## src/rtl/ps2_host_ctrl.sv

```systemverilog
// PS/2 host-to-device command sequencer: inhibits the bus, requests to send,
// shifts one command frame out on device clocks and waits for the 0xFA/0xFE reply.
module ps2_host_ctrl #(
  parameter int INHIBIT_CYCLES = 5000,
  parameter int TIMEOUT_CYCLES = 1000000,
  parameter int MAX_RETRY      = 3
) (
  input  logic       clock,
  input  logic       reset,
  input  logic       cmd_valid,
  output logic       cmd_ready,
  input  logic [7:0] cmd_data,
  input  logic       ps2_clk_i,
  input  logic       ps2_dat_i,
  output logic       ps2_clk_oe,
  output logic       ps2_dat_oe,
  input  logic       rx_valid,
  input  logic [7:0] rx_data,
  output logic       rx_block,
  output logic       busy,
  output logic       done,
  output logic       error,
  output logic [1:0] status
);

  // Handshake: a command transfers on a rising clock edge where cmd_valid and
  // cmd_ready are both 1; cmd_ready is high only in IDLE, so cmd_data is never
  // looked at while a command is in flight.

  typedef enum logic [2:0] {
    S_IDLE,
    S_INHIBIT,
    S_RTS,
    S_SEND,
    S_ACKBIT,
    S_WAIT_ACK
  } state_t;

  localparam int INH_W = (INHIBIT_CYCLES < 2) ? 1 : $clog2(INHIBIT_CYCLES);
  localparam int TMO_W = (TIMEOUT_CYCLES < 2) ? 1 : $clog2(TIMEOUT_CYCLES);
  localparam int RTY_W = (MAX_RETRY < 1) ? 1 : $clog2(MAX_RETRY + 1);

  localparam logic [INH_W-1:0] INH_LOAD = INH_W'(INHIBIT_CYCLES - 1);
  localparam logic [TMO_W-1:0] TMO_LAST = TMO_W'(TIMEOUT_CYCLES - 1);
  localparam logic [RTY_W-1:0] RTY_MAX  = RTY_W'(MAX_RETRY);

  localparam logic [1:0] ST_OK    = 2'd0;
  localparam logic [1:0] ST_RETRY = 2'd1;
  localparam logic [1:0] ST_TMO   = 2'd2;

  state_t           state;
  logic [2:0]       clk_s;
  logic [1:0]       dat_s;
  logic             fall;
  logic [9:0]       frame;
  logic [3:0]       idx;
  logic [INH_W-1:0] inh_cnt;
  logic [TMO_W-1:0] tmo;
  logic [RTY_W-1:0] retry;
  logic             tmo_state;
  logic             tmo_hit;
  logic             resend_req;

  // Pad synchronisers carry no reset; they only need a few cycles to settle.
  always_ff @(posedge clock) begin
    clk_s <= {clk_s[1:0], ps2_clk_i};
    dat_s <= {dat_s[0], ps2_dat_i};
  end

  assign fall = clk_s[2] & ~clk_s[1];

  assign tmo_state = (state == S_RTS) || (state == S_SEND) ||
                     (state == S_ACKBIT) || (state == S_WAIT_ACK);
  assign tmo_hit   = tmo_state && (tmo == TMO_LAST);

  // A high ACK bit and a 0xFE reply both mean "send that frame again".
  always_comb begin
    resend_req = 1'b0;
    if (state == S_ACKBIT && fall && dat_s[1])
      resend_req = 1'b1;
    if (state == S_WAIT_ACK && rx_valid && rx_data == 8'hFE)
      resend_req = 1'b1;
  end

  assign cmd_ready = (state == S_IDLE);
  assign busy      = (state != S_IDLE);
  assign rx_block  = (state == S_INHIBIT) || (state == S_RTS) ||
                     (state == S_SEND) || (state == S_ACKBIT);

  always_ff @(posedge clock) begin
    if (reset) begin
      state      <= S_IDLE;
      ps2_clk_oe <= 1'b0;
      ps2_dat_oe <= 1'b0;
      done       <= 1'b0;
      error      <= 1'b0;
      status     <= ST_OK;
      retry      <= '0;
      frame      <= '0;
      idx        <= '0;
      inh_cnt    <= '0;
      tmo        <= '0;
    end else begin
      done  <= 1'b0;
      error <= 1'b0;
      if (tmo_state)
        tmo <= fall ? '0 : tmo + 1'b1;

      if (resend_req) begin
        if (retry < RTY_MAX) begin
          retry      <= retry + 1'b1;
          inh_cnt    <= INH_LOAD;
          ps2_clk_oe <= 1'b1;
          ps2_dat_oe <= 1'b0;
          state      <= S_INHIBIT;
        end else begin
          error      <= 1'b1;
          status     <= ST_RETRY;
          ps2_clk_oe <= 1'b0;
          ps2_dat_oe <= 1'b0;
          state      <= S_IDLE;
        end
      end else begin
        case (state)
          S_IDLE: begin
            if (cmd_valid) begin
              frame      <= {1'b1, ~^cmd_data, cmd_data};
              retry      <= '0;
              inh_cnt    <= INH_LOAD;
              ps2_clk_oe <= 1'b1;
              ps2_dat_oe <= 1'b0;
              state      <= S_INHIBIT;
            end
          end

          S_INHIBIT: begin
            if (inh_cnt == '0) begin
              ps2_clk_oe <= 1'b0;
              ps2_dat_oe <= 1'b1;
              tmo        <= '0;
              state      <= S_RTS;
            end else begin
              inh_cnt <= inh_cnt - 1'b1;
            end
          end

          S_RTS: begin
            if (fall) begin
              ps2_dat_oe <= ~frame[0];
              idx        <= 4'd1;
              tmo        <= '0;
              state      <= S_SEND;
            end else if (tmo_hit) begin
              error      <= 1'b1;
              status     <= ST_TMO;
              ps2_clk_oe <= 1'b0;
              ps2_dat_oe <= 1'b0;
              state      <= S_IDLE;
            end
          end

          S_SEND: begin
            // The last bit driven is the stop bit, which releases the line.
            if (fall) begin
              ps2_dat_oe <= ~frame[idx];
              if (idx == 4'd9)
                state <= S_ACKBIT;
              else
                idx <= idx + 1'b1;
            end else if (tmo_hit) begin
              error      <= 1'b1;
              status     <= ST_TMO;
              ps2_clk_oe <= 1'b0;
              ps2_dat_oe <= 1'b0;
              state      <= S_IDLE;
            end
          end

          S_ACKBIT: begin
            ps2_dat_oe <= 1'b0;
            if (fall) begin
              tmo   <= '0;
              state <= S_WAIT_ACK;
            end else if (tmo_hit) begin
              error      <= 1'b1;
              status     <= ST_TMO;
              ps2_clk_oe <= 1'b0;
              state      <= S_IDLE;
            end
          end

          S_WAIT_ACK: begin
            ps2_clk_oe <= 1'b0;
            ps2_dat_oe <= 1'b0;
            if (rx_valid && rx_data == 8'hFA) begin
              done   <= 1'b1;
              status <= ST_OK;
              state  <= S_IDLE;
            end else if (tmo_hit) begin
              error  <= 1'b1;
              status <= ST_TMO;
              state  <= S_IDLE;
            end
          end

          default: begin
            ps2_clk_oe <= 1'b0;
            ps2_dat_oe <= 1'b0;
            state      <= S_IDLE;
          end
        endcase
      end
    end
  end

endmodule

```

## config.mk

```make
export PLATFORM = sky130hd
export DESIGN_NAME = ps2_host_ctrl
export DESIGN_NICKNAME = d
export VERILOG_FILES = /design/src/rtl/ps2_host_ctrl.sv
export SDC_FILE = /design/constraint.sdc
export NUM_CORES = 1
export LEC_CHECK = 0
export CAP_MARGIN = 0
export CORE_MARGIN = 2
export CORE_UTILIZATION = 49
export CTS_CLUSTER_DIAMETER = 30
export DETAILED_ROUTE_END_ITERATION = 10
export GPL_TIMING_DRIVEN = 0
export PLACE_DENSITY = 0.7
export SYNTH_ARGS = -nofsm -noshare
export SYNTH_HDL_FRONTEND = slang
export SYNTH_SLANG_ARGS = --single-unit
```

## constraint.sdc

```tcl
create_clock -name clock -period 2.51 [get_ports clock]
set_clock_uncertainty 0.2 [all_clocks]
set_input_delay 0.6275 -clock clock [delete_from_list [all_inputs] [get_ports clock]]
set_output_delay 0.6275 -clock clock [all_outputs]
set_load 0.01 [all_outputs]
```

# [Word level (Yosys, flattened, before mapping)]
# Index checks and enable logic that the tools add are counted.
[word_totals] output_inout_bits=9 elab_cells=140 inputBits=22 ff_bits=63
[op_classes] order_cmp=2 eq_ne=22 bitwise=6 n_mux=60 addsub=4 reduce_logical=33
[ops] cell="20-bit 2-to-1 mux" count=5
[ops] cell="13-bit 2-to-1 mux" count=4
[ops] cell="20-bit one-hot mux with 2 select lines" count=1
[ops] cell="3-bit 2-to-1 mux" count=9
[ops] cell="13-bit one-hot mux with 2 select lines" count=1
[ops] cell="1-bit 2-to-1 mux" count=21
[ops] cell="20-bit by 1-bit adder with 20-bit output, second input constant" count=1
[ops] cell="20-bit == test, second input constant" count=1
[ops] cell="2-bit 2-to-1 mux" count=9
[ops] cell="3-bit one-hot mux with 6 select lines" count=1
[ops] cell="8-bit == test, second input constant" count=2
[ops] cell="13-bit zero test" count=1
[ops] cell="13-bit by 1-bit subtractor with 13-bit output, second input constant" count=1
[ops] cell="4-bit 2-to-1 mux" count=3
[ops] cell="3-bit AND reduction" count=4
[ops] cell="2-bit inequality test, second input constant" count=5
[ops] cell="3-bit by 2-bit inequality test with 1-bit output, second input constant" count=3
[ops] cell="3-bit nonzero test" count=3
[ops] cell="4-bit one-hot mux with 2 select lines" count=1
[ops] cell="4-bit AND reduction" count=2
[ops] cell="8-bit XNOR reduction" count=1
[ops] cell="3-bit by 2-bit == test with 1-bit output, second input constant" count=2
[ops] cell="3-bit == test, second input constant" count=2
[ops] cell="1-bit logical AND" count=6
[ops] cell="24 further kinds" count=38

# [Longest topological paths before layout]
# Gate-level depths: netlist (run 1).
[depth] ltp_word=9 depth_mapped=9

# [Least setup slack after synthesis (run 1)]
# No wires, ideal clock.
[synth_timing] path_kind="input to register" start="in rx_data[0]" end="reg inh_cnt[0]" setup_slack_ps=297 setup_ps=116 arrival_time_ps=1897 n_path_buf=1 t_required_ps=2194 stages=6 cell_sequence="nand4b_1 -> nor4_1 -> a211oi_1 -> buf_2 -> nor2_1 -> o211a_1"
[synth_via] elab_chain_len=5
[synth_rtl] element="start: declaration" line="18" text="input logic [7:0] rx_data,"
[synth_rtl] element="8-bit == test *" line="81" text="if (state == S_WAIT_ACK && rx_valid && rx_data == 8'hFE)"
[synth_rtl] element="1-bit logical AND *" line="81"
[synth_rtl] element="1-bit 2-to-1 mux *" line="81"
[synth_rtl] element="3-bit inequality test (no line) (tied with other cells)"
[synth_rtl] element="4-bit AND reduction (no line)"
[synth_rtl] element="end signal: assignment" line="143" text="inh_cnt <= inh_cnt - 1'b1;"
[synth_rtl] element="end: declaration" line="57" text="logic [INH_W-1:0] inh_cnt;"
# Mark *: on every way between the ends. The rest lies on a longest branch, timed or not.
# A chain may end at the register's enable or synchronous reset.

# [Worst setup path in the final report (run 1)]
[layout_timing] start="in rx_data[6]" end="reg inh_cnt[9]"
# The elaborated chain is that of the path after synthesis.

==> run_results.csv, run 1 <==
group,metric,value,unit
sta,hold_viol_final,0,
clocking,cts_hold_buf,0,
critical_path,crit_fanout,10,
layout,final_nets,453,
yosys,synth_top_area_cell,"dfxtp_1",
pwr,p_seq_frac,0.373,
die,die_h,85.31,um
sta,rsz0062_at_grt,"true",
sta,fin_crit_sh,1.011,
detailed_routing,via_per_inst,5.821,
clocking,clk_pin_slew,60,ps
die,io_pins,31,
detailed_routing,num_vias,2957,
place,post-place-ws,-627.5,ps
yosys,synth_xor_xnor_area_share,0.07261,
sta,post-route-min-period,2538,ps
detailed_routing,firstDrtPassIters,4,
clocking,tritoncts,"done",
yosys,muxShareOfSynthArea,0.02086,
yosys,ys_top_cells_by_count,"63 x dfxtp_1, 43 x nand2_1, 37 x nor2_1",
critical_path,critPathBufInv,2,
critical_path,slowest_delay,450,ps
flow_run,cap_viol_max_count,0,
die,rows,29,
yosys,synth_top_family_by_area,"simple AND/OR/NAND/NOR gates",
yosys,synthArstFlopShare,0,
yosys,synth_warnings,0,
layout,fillerInstances,577,
die,dieArea,7277,um2
yosys,synth.most_common_cell,"dfxtp_1",
detailed_routing,drt_iter0_drc,165,
pwr,p_int,2.206,mW
yosys,avgSynthCellArea,8.392,um2
yosys,synth_compound_area_frac,0.1831,
sta,tns,-27.59,ps
min_path,hold_class,"reg -> reg",
critical_path,critPathKind,"in -> reg",
detailed_routing,drt-total-wl,7705,um
critical_path,worst_path_max_delay_cell,"clkdlybuf4s50_1",
global_route,overflow,0,
critical_path,crit_chain,"clkdlybuf4s50_1, nand4_1, nor4_2, a211oi_4, buf_2, nor4b_1, o32ai_1",
place,dp_hpwl,5519,um
outcome,status,"complete, but fails checks",
yosys,synth_area,3239,um2
layout,area_growth,20.97,%
sta,setup_ws,-27.59,ps
global_route,antenna_found_initial,0,
sta,finalSetupViolCount,1,
pwr,switching_share,0.3602,
pwr,vdd_drop_max,0.0006251,V
detailed_routing,drc,0,
yosys,synth_flop_cell,"dfxtp_1",
sta,drv_slew,0,
global_route,grt_start_max_net_pins,11,
yosys,synth_top_area_share,0.3893,
pwr,powerDensity,879.8,nW/um2
yosys,ys_top_cells_by_area,"dfxtp_1 39%, xnor2_1 5.1%, nand2_1 5.0%",
layout,num_antenna_cells,0,
sta,worst_pin_slew,663.0,ps
pwr,clkPwrFrac,0.268,
clocking,clock_sinks,63,
detailed_routing,ant_nets,0,
place,io_buffers,29,
clocking,cts-root-buf,"clkbuf_8",
layout,drive_above_1_share,0.09745,
clocking,cts_made_buffers,9,
critical_path,path_delay_family,"simple AND/OR/NAND/NOR gates",
detailed_routing,avgRoutedWirePerCell,15.17,um
clocking,clock_path_buffers,2,
yosys,ys_seq_area_frac,0.3893,
layout,fin_cells,508,
critical_path,cp-start-kind,"input pin",
critical_path,worstPathRequired,2520,ps
clocking,cts_setup_buffers,0,
pwr,switching_power,1.242,mW
critical_path,cp_data_arrival_time,2540,ps
clocking,h-tree-depth,3,
sta,fmax,394.1,MHz
sta,whs,125.7,ps
yosys,synth_fp_nets,413,
yosys,synthCells,386,
pwr,pwr-share-comb,0.358,
yosys,synth.distinct_cells,62,
die,die_w,85.31,um
yosys,yosys.area_share.simple,0.2789,
critical_path,end_kind,"flip-flop",
yosys,ys_seq_elements,63,
clocking,worstSkewPairLatency,350,ps
global_route,grt_pass1_wl,13180,um
pwr,power_leakage,1.360,nW
die,start_util,0.5072,
outcome,violations,"setup timing",
global_route,grt_util_all_layers,0.2257,
layout,fin_util,0.6136,
yosys,synthAdderAreaFrac,0.01931,
layout,seqCellArea,1262,um2
die,core-area,6386,um2
yosys,synth_edf_count,0,
place,place_congestion,0.9073,
sta,slew_headroom,0.5466,
layout,multi_input_area,1929,um2
place,dpl.cell_count,492,
global_route,grt_pass1_vias,2877,
cell usage in the layout, fill, tap and decap left out, types with 3 or more instances in the layout:
cell	Yosys	routed
a211oi_1	5	4
a21oi_1	32	31
a31oi_1	7	7
and2_1	4	4
and4_1	4	4
buf_2	6	5
clkbuf_1	10	10
clkbuf_8	0	13
clkdlybuf4s50_1	0	28
dfxtp_1	63	62
ha_1	5	5
inv_1	11	11
nand2_1	43	43
nand2b_1	5	5
nand3_1	10	10
nand4_1	7	7
nand4b_1	3	3
nor2_1	37	36
nor2b_1	5	5
nor3_1	12	11
nor4_1	5	3
nor4_2	1	3
o21ai_0	12	11
o31ai_1	9	9
or3_1	8	8
or4_1	8	8
xnor2_1	19	19
xor2_1	6	6
power groups by stage:
stage,logic (mW),registers (mW),clock network [mW]
after floorplan,0.819,1.26,0
after global placement,1.12,1.28,0
after detailed placement,1.15,1.29,0
after CTS,1.19,1.28,0.940
after global routing,1.37,1.31,0.993
final,1.24,1.29,0.926
path summary, 6_finish.rpt:
path / depth (start not counted) / from / end / slack (ps)
max: 7 / rx_data[6] / inh_cnt[9] / -30
min: 0 / dat_s[0] / dat_s[1] / 130
max reg2reg: 7 / state[2] / inh_cnt[9] / 40
min reg2reg: 0 / dat_s[0] / dat_s[1] / 130
timing repair:
action / CTS / global route
resized for setup: 14 / 6
hold endpoints to repair: 0 / 0
endpoints found under the setup margin: 16 / 13
kinds of logic (layout without fill, tap and decap cells):
logic type / count (synthesis) / in the layout
simple gates: 168 / 168
xor+xnor: 26 / 26
compound gates: 91 / 91
flops: 63 / 63
buf+inv: 29 / 74
mux: 4 / 4
fa+ha+maj: 5 / 5
metrics by stage:
step	total power, mW	cell area, um2
2_1_floorplan	2.082	3239
3_3_place_gp	2.404	3626
3_5_place_dp	2.440	3626
4_1_cts	3.409	3884
5_1_grt	3.666	3919
6_report	3.448	3919
cell type report:
cell class                      instances  share of cell area
Buffer                                 17             0.02235
Clock buffer                           13             0.04310
Clock inverter                          3             0.01022
Inverter                               12             0.01149
Multi-Input combinational cell        294              0.4923
Sequential cell                        63              0.3222
Tap cell                               77             0.02458
Timing Repair Buffer                   29             0.07375
state kept, by name, indices dropped and copies added (netlist names), 2 cells and up:
name / count
clk_s: 3
tmo: 20
idx: 4
inh_cnt: 13
retry: 2
status: 2
dat_s: 2
state: 3
frame: 10
routing by layer:
metal  vias to the layer above  GRT usage  routed length (um)
li1                       1485          -                   -
met1                      1386     0.2977                3681
met2                        74     0.3530                3466
met3                        12    0.04669                 416
met4                         0     0.1082                 140
met5                         -          0                   0
Power figures use the tool's default switching activity.
==> run 2, diff against run 1 <==
Settings changed: CORE_UTILIZATION 49 to 40, PLACE_DENSITY 0.7 to not set.
==> run 2 against run 1 <==
The run now ends clean. Die area increased by 21%. Worst hold slack improved by 1.9 ps. Maximum frequency increased by 2.0%. Critical path depth unchanged. Sequential power about the same. Clock power decreased by 19%. Sequential cell count unchanged. Global-route usage decreased by 3.0 points. Cell area increased by 1.8%. Critical path type unchanged. Critical endpoint is now inh_cnt[7]. Largest cell class unchanged. Largest power group unchanged.
==> run_results.csv, run 2 (same netlist as run 1, synthesis figures left out) <==
group,metric,value,unit
critical_path,r2r-end,"inh_cnt[7]",
clocking,h-tree-depth,3,
global_route,grt_start_max_net_pins,11,
die,die_h,93.99,um
critical_path,worstPathRequired,2510,ps
detailed_routing,drt-total-wl,7923,um
sta,worst_pin_slew,685.7,ps
detailed_routing,ant_nets,0,
critical_path,cp-start-kind,"input pin",
layout,final_nets,455,
global_route,grt_pass1_vias,2890,
die,dieArea,8834,um2
die,die_w,93.99,um
sta,finalSetupViolCount,0,
detailed_routing,firstDrtPassIters,5,
critical_path,critPathKind,"in -> reg",
clocking,cts_hold_buf,0,
layout,num_antenna_cells,0,
sta,post-route-min-period,2487,ps
pwr,p_int,2.084,mW
pwr,clkPwrFrac,0.224,
critical_path,cp-endpoint,"inh_cnt[7]",
die,rows,32,
sta,fmax,402.1,MHz
die,start_util,0.4170,
sta,fin_crit_sh,0.9909,
flow_run,cap_viol_max_count,0,
pwr,pwr-share-comb,0.388,
clocking,clock_sinks,63,
layout,multi_input_area,1997,um2
place,post-place-ws,-733.6,ps
layout,seqCellArea,1262,um2
detailed_routing,via_per_inst,5.581,
pwr,vdd_drop_max,0.0002982,V
pwr,power.total,3.338,mW
critical_path,end_kind,"flip-flop",
pwr,powerDensity,837.0,nW/um2
layout,layout_commonest_cell,"dfxtp_1",
place,place_congestion,0.8306,
pwr,p_seq_frac,0.388,
detailed_routing,drt_iter0_drc,146,
outcome,status,"finished, final reports clean",
global_route,overflow,0,
detailed_routing,avgRoutedWirePerCell,14.84,um
global_route,grt_util_all_layers,0.1960,
critical_path,crit_start,"rx_data[1]",
critical_path,timing.rr.start,"state[2]",
sta,slew_headroom,0.5310,
clocking,cts_made_buffers,9,
sta,setup_ws,22.82,ps
critical_path,r2r_cells,7,
clocking,tritoncts,"done",
layout,regMostFlops,"tmo",
sta,drv_slew,0,
clocking,cts-root-buf,"clkbuf_8",
layout,largest_register_ffs,20,
layout,fillerInstances,757,
place,io_buffers,29,
sta,rsz0062_at_grt,"true",
sta,hold_viol_final,0,
pwr,switching_share,0.3757,
place,dp_hpwl,5693,um
clocking,clock_path_buffers,2,
critical_path,crit_fanout,10,
min_path,hold_class,"reg -> reg",
layout,area_growth,23.14,%
detailed_routing,drc,0,
pwr,power_leakage,1.388,nW
detailed_routing,num_vias,2980,
die,core-area,7767,um2
global_route,grt_pass1_wl,13770,um
global_route,antenna_found_initial,0,
layout,largest_registers,"tmo: 20 flops, inh_cnt: 13 flops, frame: 10 flops",
critical_path,cp_data_arrival_time,2490,ps
clocking,clk_pin_slew,70,ps
layout,drive_above_1_share,0.1111,
critical_path,rrSetupSlack,150,ps
die,io_pins,31,
clocking,worstSkewPairLatency,340,ps
pwr,switching_power,1.254,mW
layout,layout_common_cells,"62 x dfxtp_1, 43 x nand2_1, 36 x nor2_1",
run 2: changes by cell type in the layout (fill, tap and decap cells not counted), sizes merged:
cell / change
clkdlybuf4s50: -4
clkbuf: +3
clkinv: -1
bufinv: -1
dlymetal6s2s: +4
run 2: metrics by stage:
stage	hold WS (ps)	utilization	setup TNS (ps)	cells	instance area (um2)
floorplan	109.6	-	0	386	3239
global placement	111.1	0.4708	-9538	517	3657
detailed placement	112.1	0.4708	-10080	517	3657
CTS	127.6	0.4955	0	532	3849
global route	129.2	0.5135	-113.8	534	3989
finish	127.7	0.5135	0	534	3989
run 2: worst min path at each step:
stage	from	depth (start not counted)	endpoint
floorplan	clk_s[0]	0	clk_s[1]
global placement	dat_s[0]	0	dat_s[1]
detailed placement	dat_s[0]	0	dat_s[1]
CTS	dat_s[0]	0	dat_s[1]
global route	dat_s[0]	0	dat_s[1]
finish	dat_s[0]	0	dat_s[1]
run 2: final cells by class:
type	instances	share of cell area
Inverter	12	0.01129
Tap cell	102	0.03199
Sequential cell	63	0.3165
Clock inverter	1	0.001255
Clock buffer	14	0.03827
Multi-Input combinational cell	294	0.5006
Timing Repair Buffer	31	0.07873
Buffer	17	0.02133
run 2: power groups by stage:
stage | sequential [mW] | clock (mW) | combinational, mW
finish | 1.30 | 0.747 | 1.30
CTS | 1.28 | 0.769 | 1.19
global placement | 1.28 | 0 | 1.14
floorplan | 1.26 | 0 | 0.819
global route | 1.32 | 0.820 | 1.44
detailed placement | 1.29 | 0 | 1.16
run 2: routing by layer:
metal | vias to the layer above | global-route usage | share of wire
li1 | 1497 | - | -
met1 | 1406 | 0.2756 | 0.49
met2 | 70 | 0.2970 | 0.45
met3 | 7 | 0.05698 | 0.052
met4 | 0 | 0.04469 | 0.0085
met5 | - | 0 | 0
run 2: timing repair:
item	in CTS	in global routing
gates resized for setup	10	27
pin swaps	2	10
setup endpoints to repair	16	23
buffers inserted	0	2
run 2: worst max-delay path, stage by stage:
cell and delay (ps):
clkdlybuf4s50_1 450, nand4b_1 240, nor4_4 360, a211oi_4 110
buf_4 220, nor4_1 320, o32ai_1 150
